<file path="src/rtl/cam_if_pkg.sv">
`default_nettype none
// ============================================================================
// cam_if_pkg : shared state/pattern types and RGB565 bar colours for the
//              OV7670 stream emulator.
// Revision   : 1.0
// ============================================================================
package cam_if_pkg;

  typedef enum logic [2:0] {
    IDLE    = 3'd0,
    VSYNC   = 3'd1,
    V_BACK  = 3'd2,
    ACTIVE  = 3'd3,
    V_FRONT = 3'd4
  } emu_state_t;

  typedef enum logic [1:0] {
    PAT_BARS  = 2'd0,
    PAT_SOLID = 2'd1,
    PAT_GRAD  = 2'd2,
    PAT_BOX   = 2'd3
  } pattern_t;

  localparam logic [15:0] RGB_WHITE   = 16'hFFFF;
  localparam logic [15:0] RGB_YELLOW  = 16'hFFE0;
  localparam logic [15:0] RGB_CYAN    = 16'h07FF;
  localparam logic [15:0] RGB_GREEN   = 16'h07E0;
  localparam logic [15:0] RGB_MAGENTA = 16'hF81F;
  localparam logic [15:0] RGB_RED     = 16'hF800;
  localparam logic [15:0] RGB_BLUE    = 16'h001F;
  localparam logic [15:0] RGB_BLACK   = 16'h0000;

endpackage
`default_nettype wire

</file>
<file path="src/rtl/cam_pattern_gen.sv">
`default_nettype none
// ============================================================================
// cam_pattern_gen : combinational test-pattern source, (x, y) -> RGB565.
// Revision        : 1.0
// ============================================================================
module cam_pattern_gen
  import cam_if_pkg::*;
#(
  parameter int H_ACTIVE = 160,
  parameter int V_ACTIVE = 120,
  parameter int X_W      = 8,
  parameter int Y_W      = 7
) (
  input  logic [X_W-1:0] x,
  input  logic [Y_W-1:0] y,
  input  pattern_t       pattern,
  input  logic [15:0]    solid,
  output logic [15:0]    rgb
);

  logic [2:0] bar;
  logic       in_box;

  always_comb begin
    bar    = 3'(int'(x) / (H_ACTIVE / 8));
    in_box = (int'(x) >= H_ACTIVE / 4) && (int'(x) < 3 * H_ACTIVE / 4) &&
             (int'(y) >= V_ACTIVE / 4) && (int'(y) < 3 * V_ACTIVE / 4);
    rgb    = 16'h0000;
    case (pattern)
      PAT_BARS: begin
        case (bar)
          3'd0:    rgb = RGB_WHITE;
          3'd1:    rgb = RGB_YELLOW;
          3'd2:    rgb = RGB_CYAN;
          3'd3:    rgb = RGB_GREEN;
          3'd4:    rgb = RGB_MAGENTA;
          3'd5:    rgb = RGB_RED;
          3'd6:    rgb = RGB_BLUE;
          default: rgb = RGB_BLACK;
        endcase
      end
      PAT_SOLID: rgb = solid;
      // Size casts zero-extend narrow coordinates and truncate wide ones.
      PAT_GRAD:  rgb = {5'(x), 6'(y), 5'(x) ^ 5'(y)};
      PAT_BOX:   rgb = in_box ? solid : 16'h0000;
      default:   rgb = 16'h0000;
    endcase
  end

endmodule
`default_nettype wire

</file>
<file path="src/rtl/ov7670_stream_emulator.sv">
`default_nettype none
// ============================================================================
// ov7670_stream_emulator : OV7670-style pclk/vsync/href/data transmitter
//                          producing RGB565 test frames, high byte first.
// Revision               : 1.0
// ============================================================================
module ov7670_stream_emulator
  import cam_if_pkg::*;
#(
  parameter int H_ACTIVE    = 160,
  parameter int V_ACTIVE    = 120,
  parameter int H_BLANK     = 144,
  parameter int VSYNC_LINES = 3,
  parameter int V_BACK      = 17,
  parameter int V_FRONT     = 10
) (
  input  logic        clk,
  input  logic        reset,
  input  logic        enable,
  input  logic [1:0]  pattern_sel,
  input  logic [15:0] solid_rgb565,
  output logic        cam_pclk,
  output logic        cam_vsync,
  output logic        cam_href,
  output logic [7:0]  cam_data,
  output logic        frame_done,
  output logic [7:0]  frame_cnt
);

  localparam int L        = 2 * H_ACTIVE + H_BLANK;
  localparam int SLOT_W   = $clog2(L);
  localparam int LINE_MAX = (V_ACTIVE > VSYNC_LINES && V_ACTIVE > V_BACK && V_ACTIVE > V_FRONT)
                            ? V_ACTIVE
                            : ((VSYNC_LINES > V_BACK && VSYNC_LINES > V_FRONT) ? VSYNC_LINES
                               : ((V_BACK > V_FRONT) ? V_BACK : V_FRONT));
  localparam int LINE_W   = (LINE_MAX > 1) ? $clog2(LINE_MAX) : 1;
  localparam int X_W      = $clog2(H_ACTIVE);
  localparam int Y_W      = (V_ACTIVE > 1) ? $clog2(V_ACTIVE) : 1;

  localparam logic [2:0] ST_IDLE    = cam_if_pkg::IDLE;
  localparam logic [2:0] ST_VSYNC   = cam_if_pkg::VSYNC;
  localparam logic [2:0] ST_V_BACK  = cam_if_pkg::V_BACK;
  localparam logic [2:0] ST_ACTIVE  = cam_if_pkg::ACTIVE;
  localparam logic [2:0] ST_V_FRONT = cam_if_pkg::V_FRONT;

  logic              pclk_q, pclk_d;
  logic [2:0]        state_q, state_d;
  logic [SLOT_W-1:0] slot_q, slot_d;
  logic [LINE_W-1:0] line_q, line_d, last_line;
  pattern_t          pat_q, pat_d;
  logic [15:0]       solid_q, solid_d;
  logic              vsync_q, vsync_d;
  logic              href_q, href_d;
  logic [7:0]        data_q, data_d;
  logic              frame_done_q, frame_done_d;
  logic [7:0]        frame_cnt_q, frame_cnt_d;
  logic              last_slot, at_last_line, frame_end, start;
  logic [X_W-1:0]    x_d;
  logic [Y_W-1:0]    y_d;
  logic [15:0]       pix;

  // Slot position advances on the clk edge where pclk falls (pclk_q == 1).
  always_comb begin
    case (state_q)
      ST_VSYNC:   last_line = LINE_W'(VSYNC_LINES - 1);
      ST_V_BACK:  last_line = LINE_W'(V_BACK - 1);
      ST_ACTIVE:  last_line = LINE_W'(V_ACTIVE - 1);
      ST_V_FRONT: last_line = LINE_W'(V_FRONT - 1);
      default:    last_line = '0;
    endcase
    last_slot    = (slot_q == SLOT_W'(L - 1));
    at_last_line = (line_q == last_line);
    frame_end    = (state_q == ST_V_FRONT) && at_last_line && last_slot;
    start        = 1'b0;
    state_d      = state_q;
    slot_d       = slot_q;
    line_d       = line_q;
    if (pclk_q) begin
      if (state_q == ST_IDLE) begin
        start = enable;
      end else if (last_slot) begin
        slot_d = '0;
        if (at_last_line) begin
          line_d = '0;
          case (state_q)
            ST_VSYNC:   state_d = ST_V_BACK;
            ST_V_BACK:  state_d = ST_ACTIVE;
            ST_ACTIVE:  state_d = ST_V_FRONT;
            ST_V_FRONT: begin
              state_d = ST_IDLE;
              start   = enable;
            end
            default:    state_d = ST_IDLE;
          endcase
        end else begin
          line_d = line_q + LINE_W'(1);
        end
      end else begin
        slot_d = slot_q + SLOT_W'(1);
      end
      if (start) begin
        state_d = ST_VSYNC;
        slot_d  = '0;
        line_d  = '0;
      end
    end
    pat_d   = start ? pattern_t'(pattern_sel) : pat_q;
    solid_d = start ? solid_rgb565 : solid_q;
  end

  assign pclk_d = ~pclk_q;
  assign x_d    = X_W'(slot_d >> 1);
  assign y_d    = Y_W'(line_d);

  // The pixel for the upcoming slot is looked up now and registered with it.
  cam_pattern_gen #(
    .H_ACTIVE (H_ACTIVE),
    .V_ACTIVE (V_ACTIVE),
    .X_W      (X_W),
    .Y_W      (Y_W)
  ) u_pattern_gen (
    .x       (x_d),
    .y       (y_d),
    .pattern (pat_q),
    .solid   (solid_q),
    .rgb     (pix)
  );

  always_comb begin
    // frame_done occupies the second clk of the frame's final slot.
    frame_done_d = !pclk_q && frame_end;
    frame_cnt_d  = frame_cnt_q + (frame_done_d ? 8'd1 : 8'd0);
    vsync_d      = vsync_q;
    href_d       = href_q;
    data_d       = data_q;
    if (pclk_q) begin
      vsync_d = (state_d == ST_VSYNC);
      href_d  = (state_d == ST_ACTIVE) && (slot_d < SLOT_W'(2 * H_ACTIVE));
      data_d  = href_d ? (slot_d[0] ? pix[7:0] : pix[15:8]) : 8'h00;
    end
  end

  always_ff @(posedge clk or negedge reset) begin
    if (!reset) begin
      pclk_q       <= 1'b0;
      state_q      <= ST_IDLE;
      slot_q       <= '0;
      line_q       <= '0;
      pat_q        <= PAT_BARS;
      solid_q      <= 16'h0000;
      vsync_q      <= 1'b0;
      href_q       <= 1'b0;
      data_q       <= 8'h00;
      frame_done_q <= 1'b0;
      frame_cnt_q  <= 8'h00;
    end else begin
      pclk_q       <= pclk_d;
      state_q      <= state_d;
      slot_q       <= slot_d;
      line_q       <= line_d;
      pat_q        <= pat_d;
      solid_q      <= solid_d;
      vsync_q      <= vsync_d;
      href_q       <= href_d;
      data_q       <= data_d;
      frame_done_q <= frame_done_d;
      frame_cnt_q  <= frame_cnt_d;
    end
  end

  assign cam_pclk   = pclk_q;
  assign cam_vsync  = vsync_q;
  assign cam_href   = href_q;
  assign cam_data   = data_q;
  assign frame_done = frame_done_q;
  assign frame_cnt  = frame_cnt_q;

endmodule
`default_nettype wire

</file>
<file path="config.mk">
export PLATFORM = sky130hd
export DESIGN_NAME = ov7670_stream_emulator
export DESIGN_NICKNAME = d
export VERILOG_FILES = /design/src/rtl/cam_if_pkg.sv /design/src/rtl/cam_pattern_gen.sv /design/src/rtl/ov7670_stream_emulator.sv
export SDC_FILE = /design/constraint.sdc
export NUM_CORES = 1
export LEC_CHECK = 0
export ABC_AREA = 1
export BUFFER_PORTS_ARGS = -buffer_cell sky130_fd_sc_hd__clkbuf_2
export CORE_MARGIN = 1
export CORE_UTILIZATION = 66
export CTS_BUF_LIST = sky130_fd_sc_hd__clkbuf_8
export CTS_CLUSTER_DIAMETER = 80
export CTS_CLUSTER_SIZE = 8
export DETAILED_ROUTE_END_ITERATION = 7
export PLACE_DENSITY = 0.95
export SETUP_SLACK_MARGIN = 0.02
export SLEW_MARGIN = 5
export SYNTH_ARGS = -nofsm -noshare
export SYNTH_HDL_FRONTEND = slang
export SYNTH_SLANG_ARGS = --single-unit
</file>
<file path="constraint.sdc">
create_clock -name clk -period 8.19 [get_ports clk]
set_input_delay 0.4095 -clock clk [delete_from_list [all_inputs] [get_ports clk]]
set_output_delay 0.4095 -clock clk [all_outputs]
set_load 0.01 [all_outputs]
</file>
==> reports/summary.md, run 1 <==
Yosys
- **netlist area before placement** 3850 µm²
- **cells after synthesis** 517
- **Post-synth ARST share** 100%
- **sequential-to-total area share from yosys stat** 37.0%
- **top cells by area in the synthesized netlist** sky130_fd_sc_hd__dfrtp_1 37%, sky130_fd_sc_hd__nand2_1 13%, sky130_fd_sc_hd__nand3_1 6.9%
- **largest area contributor in the synthesized netlist** sky130_fd_sc_hd__dfrtp_1
- **Yosys cell types** 48
- **syn nets** 543
- **average size of a mapped cell** 7.45 µm²
- **top-area cell type share of the netlist area** 37.0%
- **YS warnings** 0
- **prevailing post-synth register cell** sky130_fd_sc_hd__dfrtp_1
- **number of synthesized flops with an enable pin** 0
- **#FFs+latches synth** 57

Placement
- **last weighted congestion value of the routability-driven placer** 0.883
- **HPWL reported at the end of detailed placement** 6740 µm
- **IO buf count** 40
- **Placement Cell Area** 4070 µm²
- **pre-CTS worst setup slack** 3.97 ns
- **placed cells** 615

Clocking
- **cell chosen for the clock root** sky130_fd_sc_hd__clkbuf_8
- **Gates resized, CTS repair** 0
- **Clock transition at path regs** 0.07 ns
- **Bufs on Longest Clock Path** 2
- **cts bufs inserted** 9
- **post-CTS setup-driven buffer insertion count** 0
- **hold buffer count at CTS** 0
- **later-pin clock latency in the skew report** 0.34 ns
- **CTS sink count** 57
- **number of H-tree levels** 3
- **CTS tree** done

Route
- **number of design-rule violations left by the first detailed-router iteration** 411
- **wirelength, routed** 9600 µm
- **routed vias/inst** 5.96
- **TritonRoute pass-1 iters** 5
- **via count** 3759
- **residual DRC count** 0
- **routed len/inst** 15.2 µm
- **Antenna Violating Nets Remaining** 0

Worst hold path
- **worst min-delay path class** in -> async

Cells and area
- **area growth from synthesis to final layout** 9.94%
- **core utilization of the finished layout** 76.0%
- **final non-filler cell total** 631
- **antenna diode count** 0
- **commonest non-fill, non-tap cell in the layout** sky130_fd_sc_hd__nand2_1
- **final standard cell area without fillers** 4240 µm²
- **leading cell types in the layout, fill and taps excluded** 133 x sky130_fd_sc_hd__nand2_1, 57 x sky130_fd_sc_hd__dfrtp_1, 53 x sky130_fd_sc_hd__nand3_1
- **layout cell share with drive strength beyond 1** 20.2%
- **nets** 580

STA
- **final hold vios** 0
- **fin crit period** 4.34 ns
- **share of the clock period used by the worst path after layout** 53.0%
- **transition time of the tightest slew-check pin** 1.10 ns
- **highest achievable clock rate** 230 MHz
- **final setup violating endpoints** 0
- **maximum clock skew at final layout** 0.00982 ns
- **worst path setup slack after routing** 3.85 ns
- **number of slew-limit violations in the final report** 0
- **RSZ-0062 raised after global routing** false
- **tightest slew margin relative to the limit** 26.5%
- **worst hold slack** 0.215 ns
- **accumulated negative setup slack** 0 ns

Floorplan
- **initial cell density of the core** 69.1%
- **die height** 78.4 µm
- **area of the core** 5570 µm²
- **floorplan row count** 27
- **die area** 6150 µm²
- **number of primary I/O pins** 41
- **horizontal die dimension** 78.4 µm

Power
- **power per unit of standard cell area** 232 nW/µm²
- **peak supply drop** 0.000254 V
- **total power of the final layout** 984 µW
- **Static Leakage** 2.13 nW

Setup path
- **maximum fanout along the worst path** 29
- **cells along the critical path** nand3_4, nand2_1, nand2_1, inv_1, nand2_1, nor2_2, nand3_2, nand2_2, nand3_1, o211ai_1, o31ai_4, inv_2, a21oi_1, o21a_1, nor3_4, nand3_1, nand2_1, nand2_1, a21oi_1, nand2_1, nand2_1
- **Slowest cell on crit path** sky130_fd_sc_hd__nand3_1
- **cell with the most instances on the worst path** sky130_fd_sc_hd__nand2_1
- **critical path capture point type** register
- **type of origin of the critical path** register
- **path type of the worst setup path** reg -> reg
- **critical path arrival** 4.61 ns
- **worst path required time** 8.46 ns
- **slowest cell delay on critical path** 0.75 ns

Global route
- **global router's overall resource usage** 33.8%
- **number of global-route vias before repair** 3513
- **GRT overflow** 0
- **wire length of the first global-routing pass** 16000 µm
- **number of antenna violations at the first check in global routing** 0
- **largest net degree at the start of global routing** 58

Job
- **count of max-cap constraint violations** 0

Outcome
- **result of the run** finished clean

-- registers in the layout (all words and copies together) (netlist names) --
register,cells
slot_q,9
line_q,7
pat_q,2
cam_pclk,1
cam_href,1
cam_vsync,1
frame_cnt,8
solid_q,16
state_q,3
frame_done,1
cam_data,8
-- cell families (layout without fill, tap and decap cells) --
logic type | after synthesis | in the layout | share of synthesized area [%]
fa+ha+maj | 5 | 5 | 1.62
xor+xnor | 14 | 14 | 3.18
flops | 57 | 57 | 37.0
compound gates | 93 | 93 | 15.1
simple gates | 269 | 269 | 33.2
mux | 8 | 8 | 2.34
buf+inv | 71 | 113 | 7.53
-- routing by layer --
layer	vias up	track usage [%]	part of all wire, %
met4	0	16.3	3.4
met5	-	0	0
met2	187	56.1	49
met3	36	6.40	6.4
met1	1756	42.4	41
li1	1780	-	-
-- synth_stat cells (2+ instances only) --
| library cell | instances |
|---|---|
| sky130_fd_sc_hd__o21ai_1 | 5 |
| sky130_fd_sc_hd__clkinv_1 | 3 |
| sky130_fd_sc_hd__nand2_1 | 133 |
| sky130_fd_sc_hd__nand3b_1 | 4 |
| sky130_fd_sc_hd__nand2_2 | 13 |
| sky130_fd_sc_hd__a221oi_1 | 3 |
| sky130_fd_sc_hd__a21oi_1 | 39 |
| sky130_fd_sc_hd__o22ai_1 | 2 |
| sky130_fd_sc_hd__nand2_4 | 4 |
| sky130_fd_sc_hd__o211ai_1 | 4 |
| sky130_fd_sc_hd__clkbuf_1 | 9 |
| sky130_fd_sc_hd__nor2_1 | 34 |
| sky130_fd_sc_hd__buf_2 | 2 |
| sky130_fd_sc_hd__o21ai_0 | 21 |
| sky130_fd_sc_hd__inv_2 | 7 |
| sky130_fd_sc_hd__xor2_1 | 13 |
| sky130_fd_sc_hd__nand4_1 | 4 |
| sky130_fd_sc_hd__ha_1 | 5 |
| sky130_fd_sc_hd__o21a_1 | 5 |
| sky130_fd_sc_hd__dfrtp_1 | 57 |
| sky130_fd_sc_hd__o21ai_2 | 4 |
| sky130_fd_sc_hd__buf_6 | 2 |
| sky130_fd_sc_hd__mux2_2 | 8 |
| sky130_fd_sc_hd__a21boi_1 | 3 |
| sky130_fd_sc_hd__inv_1 | 45 |
| sky130_fd_sc_hd__nor2_2 | 4 |
| sky130_fd_sc_hd__nand3_1 | 53 |
| sky130_fd_sc_hd__a21oi_4 | 2 |
| sky130_fd_sc_hd__nor3_1 | 6 |
| sky130_fd_sc_hd__nand3_2 | 5 |
-- worst paths after layout --
kind / from / endpoint / slack (ns) / depth (start not counted)
worst max-delay path: state_q[1] / cam_data[2] / 3.85 / 21
worst min-delay path: reset / pat_q[1] / 0.22 / 2
worst max register to register: state_q[1] / cam_data[2] / 3.85 / 21
worst min register to register: cam_vsync / cam_vsync / 0.49 / 2
max in group asynchronous: reset / state_q[0] / 7.50 / 2
min in group clk: solid_rgb565[4] / solid_q[4] / 0.30 / 2
-- worst max-delay path: cells and delay by family (launching register included) --
kind	cells	cell delay, ns
compound gates	5	1.03
simple gates	14	2.47
buf+inv	2	0.14
flops	1	0.61
-- final cells by class --
| class | count | area, µm² |
|---|---|---|
| clock buffers | 9 | 124 |
| clock inverters | 7 | 38.8 |
| fillers | 405 | 1340 |
| inverters | 56 | 213 |
| multi-input cells | 389 | 2140 |
| flip-flops and latches | 57 | 1430 |
| well taps | 72 | 90.1 |
| repair buffers | 41 | 208 |
-- power by group --
part | total (mW) | internal [mW] | switching (mW)
Sequential | 0.404 | 0.339 | 0.0656
Clock | 0.226 | 0.106 | 0.120
Combinational | 0.354 | 0.125 | 0.229
No activity file was read; power rests on OpenSTA's default activity.
==> run 2, diff against run 1 <==
--- a/config.mk
+++ b/config.mk
@@ -8,12 +8,12 @@
 export ABC_AREA = 1
 export BUFFER_PORTS_ARGS = -buffer_cell sky130_fd_sc_hd__clkbuf_2
 export CORE_MARGIN = 1
-export CORE_UTILIZATION = 66
+export CORE_UTILIZATION = 61
 export CTS_BUF_LIST = sky130_fd_sc_hd__clkbuf_8
 export CTS_CLUSTER_DIAMETER = 80
 export CTS_CLUSTER_SIZE = 8
 export DETAILED_ROUTE_END_ITERATION = 7
-export PLACE_DENSITY = 0.95
+export PLACE_DENSITY = 0.9
 export SETUP_SLACK_MARGIN = 0.02
 export SLEW_MARGIN = 5
 export SYNTH_ARGS = -nofsm -noshare
==> constraint.sdc (replaced) <==
create_clock -name clk -period 4.3 [get_ports clk]
set_input_delay 0.215 -clock clk [delete_from_list [all_inputs] [get_ports clk]]
set_output_delay 0.215 -clock clk [all_outputs]
set_load 0.01 [all_outputs]
==> run 2 against run 1 <==
Effect of this change:
- register-to-register slack got worse by 3.3 ns
- critical path depth rose by 10
- count of clock-buffer cells in the layout did not move
- first-iteration DRC count fell by 9.7%
- power rose by 95%
- setup slack got worse by 3.3 ns
- sequential share of layout area fell by 0.33 points
- clock power rose by 110%
- hold slack got worse by 0.21 ns
- non-clock buffer count rose by 3
- final area rose by 1.2%
- highest routed layer unchanged
==> reports/summary.md, run 2 (synthesis gave the netlist of run 1 again) <==
Cells and area
- **leading cell types in the layout, fill and taps excluded** 133 x sky130_fd_sc_hd__nand2_1, 55 x sky130_fd_sc_hd__dfrtp_1, 53 x sky130_fd_sc_hd__nand3_1
- **antenna diode count** 0
- **largest registers** solid_q: 16 flops, slot_q: 9 flops
- **flip-flop count of the largest register, all copies and words added** 16
- **core utilization of the finished layout** 71.5%
- **layout cell share with drive strength beyond 1** 21.0%
- **area growth from synthesis to final layout** 11.2%
- **commonest non-fill, non-tap cell in the layout** sky130_fd_sc_hd__nand2_1
- **Most flops, register** solid_q
- **nets** 583
- **final non-filler cell total** 636

Route
- **Antenna Violating Nets Remaining** 0
- **TritonRoute pass-1 iters** 5
- **number of design-rule violations left by the first detailed-router iteration** 371
- **routed vias/inst** 5.82
- **residual DRC count** 0
- **via count** 3700
- **routed len/inst** 14.6 µm
- **wirelength, routed** 9290 µm

STA
- **final hold vios** 0
- **RSZ-0062 raised after global routing** false
- **maximum clock skew at final layout** 0.00569 ns
- **fin crit period** 3.73 ns
- **final setup violating endpoints** 0
- **number of slew-limit violations in the final report** 0
- **accumulated negative setup slack** 0 ns
- **tightest slew margin relative to the limit** 53.4%
- **transition time of the tightest slew-check pin** 0.699 ns
- **share of the clock period used by the worst path after layout** 86.8%
- **highest achievable clock rate** 268 MHz

Setup path
- **type of origin of the critical path** register
- **start point of the critical path** state_q[2]
- **path depth of the worst reg2reg path** 31
- **reg2reg start** state_q[2]
- **cell with the most instances on the worst path** sky130_fd_sc_hd__nand2_1
- **worst path required time** 4.53 ns
- **critical path capture point type** register
- **maximum fanout along the worst path** 7
- **slowest cell delay on critical path** 0.47 ns
- **Slowest cell on crit path** sky130_fd_sc_hd__dfrtp_1
- **critical path arrival** 3.96 ns
- **Register-to-Register Setup Slack** 0.57 ns
- **path type of the worst setup path** reg -> reg
- **capture instance of the worst register-to-register path** cam_data[2]

Power
- **power per unit of standard cell area** 448 nW/µm²
- **peak supply drop** 0.000369 V
- **Static Leakage** 2.14 nW
- **total power of the final layout** 1.92 mW

Placement
- **placed cells** 621
- **IO buf count** 40
- **HPWL reported at the end of detailed placement** 6780 µm
- **last weighted congestion value of the routability-driven placer** 0.935

Global route
- **number of antenna violations at the first check in global routing** 0
- **GRT overflow** 0
- **met2 global-route usage** 50.8%
- **number of global-route vias before repair** 3449
- **busiest layer in global routing** met2
- **met3 layer usage reported by global route** 4.89%
- **wire length of the first global-routing pass** 15400 µm
- **GR met1 Demand/Resource** 39.5%
- **global router's overall resource usage** 31.1%
- **largest net degree at the start of global routing** 58

Clocking
- **hold buffer count at CTS** 0
- **Clock transition at path regs** 0.07 ns
- **CTS sink count** 57
- **cts bufs inserted** 9
- **number of H-tree levels** 3
- **CTS tree** done
- **cell chosen for the clock root** sky130_fd_sc_hd__clkbuf_8
- **later-pin clock latency in the skew report** 0.34 ns
- **Bufs on Longest Clock Path** 2

Floorplan
- **area of the core** 5990 µm²
- **horizontal die dimension** 81.5 µm
- **number of primary I/O pins** 41
- **initial cell density of the core** 64.3%
- **die area** 6640 µm²
- **floorplan row count** 28
- **die height** 81.5 µm

Job
- **count of max-cap constraint violations** 0

Worst hold path
- **worst min-delay path class** in -> async

Outcome
- **result of the run** finished clean

-- run 2: cell count changes in the layout (fill, tap and decap cells not counted) --
cell / previous run / this run
sky130_fd_sc_hd__clkinv_2: 4 / 3
sky130_fd_sc_hd__bufinv_16: 0 / 1
sky130_fd_sc_hd__dfrtp_2: 0 / 2
sky130_fd_sc_hd__inv_1: 46 / 45
sky130_fd_sc_hd__dfrtp_1: 57 / 55
sky130_fd_sc_hd__buf_4: 1 / 4
-- run 2: where the power goes --
group	internal (mW)	switching [mW]	total, mW
Combinational	0.239	0.433	0.672
Sequential	0.646	0.122	0.768
Clock	0.260	0.219	0.479
Total	1.15	0.773	1.92
-- run 2: critical path: cells and delay by family, from the launching register on --
family | cells | cell delay (ns)
adders and majority gates | 1 | 0.31
AOI/OAI and AO/OA | 1 | 0.23
DFF | 1 | 0.47
buffers and inverters | 2 | 0.19
and+or+nand+nor | 27 | 2.41
-- run 2: routing by layer --
metal	vias up	wire length (µm)
li1	1782	-
met1	1718	3880
met2	170	4540
met3	30	579
met4	0	293
met5	-	0
-- run 2: timing repair --
| action | CTS | global route |
|---|---|---|
| gates resized for setup | 0 | 2 |
| endpoints found under the setup margin | 0 | 1 |
| setup buffers | 0 | 0 |
| hold endpoints to repair | 0 | 0 |
-- run 2: area by class of cell --
type	count	area [µm²]
multi-input cells	389	2140
fillers	495	1710
flip-flops and latches	57	1430
repair buffers	44	230
inverters	56	213
clock buffers	9	124
well taps	75	93.8
clock inverters	6	60.1
-- run 2: worst max path at each step --
stage | endpoint | slack (ns) | cells past startpoint
2_1_floorplan | cam_data[4] | 1.11 | 32
3_3_place_gp | cam_data[4] | 0.76 | 31
3_5_place_dp | cam_data[4] | 0.58 | 30
6_report | cam_data[2] | 0.57 | 31
4_1_cts | cam_data[2] | 0.54 | 30
5_1_grt | cam_data[2] | 0.08 | 31
-- run 2: per-stage QoR --
step / worst slack (ns) / area, µm² / hold WS [ns]
after floorplan: 1.11 / 3850 / -0.0806
after detailed placement: 0.578 / 4100 / 0.397
after global routing: 0.0758 / 4290 / 0.0664
after global placement: 0.765 / 4100 / 0.391
after CTS: 0.538 / 4280 / 0.0202
final: 0.567 / 4290 / 0.00953
